--- config.mk ---
export PLATFORM = sky130hd
export DESIGN_NAME = serial_adder_ctrl
export DESIGN_NICKNAME = d
export VERILOG_FILES = /design/src/rtl/serial_adder_ctrl.sv
export SDC_FILE = /design/constraint.sdc
export NUM_CORES = 1
export LEC_CHECK = 0
export CAP_MARGIN = 40
export CORE_ASPECT_RATIO = 1.5
export CORE_MARGIN = 2
export CORE_UTILIZATION = 30
export DETAILED_ROUTE_END_ITERATION = 8
export DONT_BUFFER_PORTS = 1
export MAX_ROUTING_LAYER = met4
export SYNTH_ARGS = -nofsm -noshare
export SYNTH_HDL_FRONTEND = slang
export SYNTH_HIERARCHICAL = 1
export SYNTH_SLANG_ARGS = --single-unit
--- constraint.sdc ---
create_clock -name clk -period 1.28 [get_ports clk]
set_clock_uncertainty 0.1 [all_clocks]
set_input_delay 0.256 -clock clk [delete_from_list [all_inputs] [get_ports clk]]
set_output_delay 0.256 -clock clk [all_outputs]
set_load 0.03 [all_outputs]
--- src/rtl/serial_adder_ctrl.sv ---
// Bit-serial WIDTH-bit adder sequencer around the adder_1bit cell, LSB first, start/done handshake.
// Optional macro SERIAL_ADD_OVF_EN adds a two's-complement overflow output (ovf).

module adder_1bit (
    input  logic a,
    input  logic b,
    input  logic cin,
    output logic s,
    output logic cout
);
    assign s    = a ^ b ^ cin;
    assign cout = (a & b) | (cin & (a ^ b));
endmodule

module serial_adder_ctrl #(
    parameter int unsigned WIDTH = 8
) (
    input  logic             clk,
    input  logic             rst,
    input  logic             start,
    input  logic [WIDTH-1:0] a,
    input  logic [WIDTH-1:0] b,
    input  logic             cin,
    output logic             busy,
    output logic             done,
    output logic [WIDTH-1:0] sum,
    output logic             cout
`ifdef SERIAL_ADD_OVF_EN
    ,
    output logic             ovf
`endif
);

    localparam int unsigned CNT_W = $clog2(WIDTH);

    localparam logic [1:0] ST_IDLE  = 2'd0;
    localparam logic [1:0] ST_SHIFT = 2'd1;
    localparam logic [1:0] ST_DONE  = 2'd2;

    logic [1:0]       state;
    logic [1:0]       state_nxt;
    logic [WIDTH-1:0] a_sr;
    logic [WIDTH-1:0] b_sr;
    logic             carry;
    logic [CNT_W-1:0] cnt;
    logic             last_bit;
    logic             bit_s;
    logic             bit_cout;

    assign last_bit = (cnt == CNT_W'(WIDTH - 1));

    adder_1bit u_add (
        .a    (a_sr[0]),
        .b    (b_sr[0]),
        .cin  (carry),
        .s    (bit_s),
        .cout (bit_cout)
    );

    // State register
    always_ff @(posedge clk) begin
        if (rst) begin
            state <= ST_IDLE;
        end else begin
            state <= state_nxt;
        end
    end

    // Next-state logic
    always_comb begin
        state_nxt = state;
        case (state)
            ST_IDLE:  if (start) state_nxt = ST_SHIFT;
            ST_SHIFT: if (last_bit) state_nxt = ST_DONE;
            ST_DONE:  state_nxt = ST_IDLE;
            default:  state_nxt = ST_IDLE;
        endcase
    end

    // Datapath and registered status outputs
    always_ff @(posedge clk) begin
        if (rst) begin
            a_sr  <= '0;
            b_sr  <= '0;
            carry <= 1'b0;
            cnt   <= '0;
            sum   <= '0;
            cout  <= 1'b0;
            busy  <= 1'b0;
            done  <= 1'b0;
`ifdef SERIAL_ADD_OVF_EN
            ovf   <= 1'b0;
`endif
        end else begin
            busy <= (state_nxt == ST_SHIFT);
            done <= (state_nxt == ST_DONE);
            case (state)
                ST_IDLE: begin
                    if (start) begin
                        a_sr  <= a;
                        b_sr  <= b;
                        carry <= cin;
                        cnt   <= '0;
                    end
                end
                ST_SHIFT: begin
                    sum   <= {bit_s, sum[WIDTH-1:1]};
                    carry <= bit_cout;
                    a_sr  <= {1'b0, a_sr[WIDTH-1:1]};
                    b_sr  <= {1'b0, b_sr[WIDTH-1:1]};
                    // Counter holds at WIDTH-1 instead of wrapping
                    if (last_bit) begin
                        cout <= bit_cout;
`ifdef SERIAL_ADD_OVF_EN
                        ovf  <= carry ^ bit_cout;
`endif
                    end else begin
                        cnt <= cnt + CNT_W'(1);
                    end
                end
                default: ;
            endcase
        end
    end

endmodule

==> results.py <==
metrics = {
    "status": {
        "status": "finished with violations",
        "failed_checks": "negative hold slack, negative setup slack",
    },
    "clock_tree": {
        "cts-root-buf": "clkbuf_8",
        "cts_tree": "done",
        "clk_path_buf_depth": 2,
        "worstSkewPairLatency_ps": 290,
        "clock_sinks": 33,
        "clk_pin_slew_ps": 70,
        "cts_made_buffers": 5,
        "cts_max_level": 2,
    },
    "layout": {
        "utilization_pct": 38.7,
        "n_antenna_cell": 0,
        "final_cell_mix": "dfxtp_1, nand2_1, nor2_1, nand2b_1, nor3_1",
        "nNetsFinal": 208,
        "final_cells": 252,
        "fin_area_um2": 1880,
        "syn_to_final_growth_pct": 24.8,
        "final_layout_size_suffix_gt1_share_pct": 31.2,
        "nFillCells": 496,
        "final_common_cell": "dfxtp_1",
    },
    "global_routing": {
        "grt_max_degree": 34,
        "first_global_vias": 1163,
        "overflow": 0,
        "grt_usage_pct": 12.5,
        "antenna_found_initial": 0,
        "grt_pass1_wl_mm": 5.17,
    },
    "die": {
        "start_util_pct": 31.0,
        "fp-row-count": 31,
        "die_height_um": 90.8,
        "ios": 31,
        "core_area_um2": 4850,
        "die_w_um": 61.8,
        "dieArea_um2": 5610,
    },
    "logic_synthesis": {
        "synth_nets": 202,
        "synth-edff-count": 0,
        "yosysWarnings": 6,
        "syn_area_um2": 1510,
        "synth.distinct_cells": 26,
        "ys_seq_area_share_pct": 43.9,
        "yosys_register_bits": 33,
        "synth_cells": 179,
        "async_flop_share_pct": 0,
        "synthFlopType": "dfxtp_1",
        "avgSynthCellArea_um2": 8.41,
    },
    "critical_path": {
        "start_kind": "register",
        "cp_cell_sequence": "buf_8 > or3b_1 > a21oi_1 > nor3_1",
        "critical_path.max_stage_delay_ps": 380,
        "arrival_ps": 1380,
        "cp_slowest_cell": "or3b_1",
        "worst-path-buf-inv": 1,
        "critPathTopFamily": "simple AND/OR/NAND/NOR gates",
        "cp-end-kind": "register",
        "required_ps": 1360,
        "worstSetupPathType": "register to register",
        "worstPathMaxFanout": 12,
    },
    "sta": {
        "hold_violations": 33,
        "setup_viol": 2,
        "rsz0062_at_grt": "true",
        "fmax_ghz": 0.771,
        "slew_headroom_pct": 74.7,
        "min_period_ps": 1300,
        "drv_slew": 0,
        "finalCritPeriodShare_pct": 101,
        "timing.hold.ws_ps": -70.0,
        "worst_pin_slew_ps": 379,
        "finalWorstSetupSlack_ps": -16.7,
    },
    "placement": {
        "io_buffers": 0,
        "dp_slack_ps": -44.5,
        "placed_area_um2": 1600,
        "place_congestion": 0.737,
        "dpl.cell_count": 240,
        "hpwlAfterDp_mm": 2.11,
    },
    "detailed_routing": {
        "drtIter0Drc": 38,
        "antenna_left": 0,
        "drc": 0,
        "first_pass_iters": 3,
        "drt_wl_total_mm": 3.25,
        "avgViaCountPerCell": 4.83,
        "num_vias": 1216,
        "wl_per_cell_um": 12.9,
    },
    "power_and_ir_drop": {
        "power_leakage_nw": 0.673,
        "vdd_drop_max_v": 0.000616,
        "powerDensity_nw_per_um2": 1280,
    },
    "run": {
        "cap_violations": 0,
    },
    "worst_hold_path": {
        "min_path_type": "primary input to register",
    },
}
worst register-to-register path, stage by stage, from the launching register on:
cell,delay [ps]
dfxtp_4,360
buf_8,130
or3b_1,380
a21oi_1,150
nor3_1,70
metal layers:
layer / vias up / routed length [um] / track usage, %
met3: 6 / 180 / 4.87
met5: - / 0 / -
met2: 24 / 1580 / 18.0
li1: 622 / - / -
met4: 0 / 58 / 5.67
met1: 564 / 1430 / 15.1
flip-flops by register name, summed over array words and instances, names as in the netlist:
name and flops:
a_sr 8, b_sr 8, sum 8, cnt 3
state 2, busy 1, carry 1, cout 1
done 1
synthesized netlist by cell type (all sizes together) (2+ instances only):
master / instances / area share [%]
nand2b: 15 / 6.2
dfxtp: 33 / 44
a211oi: 3 / 1.8
buf: 11 / 4.7
nor2: 20 / 5.0
a21oi: 24 / 8.0
nor3: 14 / 4.7
or3b: 14 / 8.1
nand2: 20 / 5.0
clkbuf: 5 / 1.2
ha: 2 / 1.7
a31oi: 3 / 1.2
nand3: 5 / 1.7
a22oi: 2 / 1.0
cell families (layout without fill, tap and decap cells):
group / after synthesis / in the layout / share of synthesized area [%]
fa+ha+maj: 3 / 3 / 2.99
flops: 33 / 33 / 43.9
buf+inv: 16 / 23 / 5.90
simple gates: 92 / 92 / 33.1
mux: 1 / 1 / 0.665
compound gates: 34 / 34 / 13.5
layout make-up:
class                      instances  area (um2)  area share [%]
clock buffer                       5        68.8            3.66
clock inverter                     3        46.3            2.47
multi-input combinational        130         882            47.0
sequential                        33         667            35.5
tap                               66        82.6            4.40
timing repair buffer              15         131            7.00
timing repair:
| action | CTS | global route |
|---|---|---|
| endpoints found under the hold margin | 33 | 33 |
| buffers inserted | 1 | 3 |
| cloned | 0 | 0 |
| gates resized for setup | 11 | 28 |
| endpoints found under the setup margin | 17 | 27 |
| pin swaps | 9 | 16 |
through the flow:
step | hold slack (ps) | power (mW) | setup TNS, ps
2_1_floorplan | 304 | 1.36 | -63.4
3_3_place_gp | 227 | 1.38 | -112
3_5_place_dp | 228 | 1.39 | -272
4_1_cts | -86.2 | 2.39 | 0
5_1_grt | -88.8 | 2.52 | -340
6_report | -70.0 | 2.41 | -17.9
report_power, final:
part	internal, mW	switching [mW]	leakage [nW]
clock	0.582	0.396	0.0543
sequential	1.09	0.0500	0.272
combinational	0.162	0.131	0.347
path summary, 6_finish.rpt:
kind	start	to	slack (ps)	depth (start not counted)
max	state[0]	b_sr[5]	-20	4
min reg2reg	b_sr[3]	b_sr[3]	390	2
max reg2reg	state[0]	b_sr[5]	-20	4
min	rst	carry	-70	1
Power figures use the tool's default switching activity.
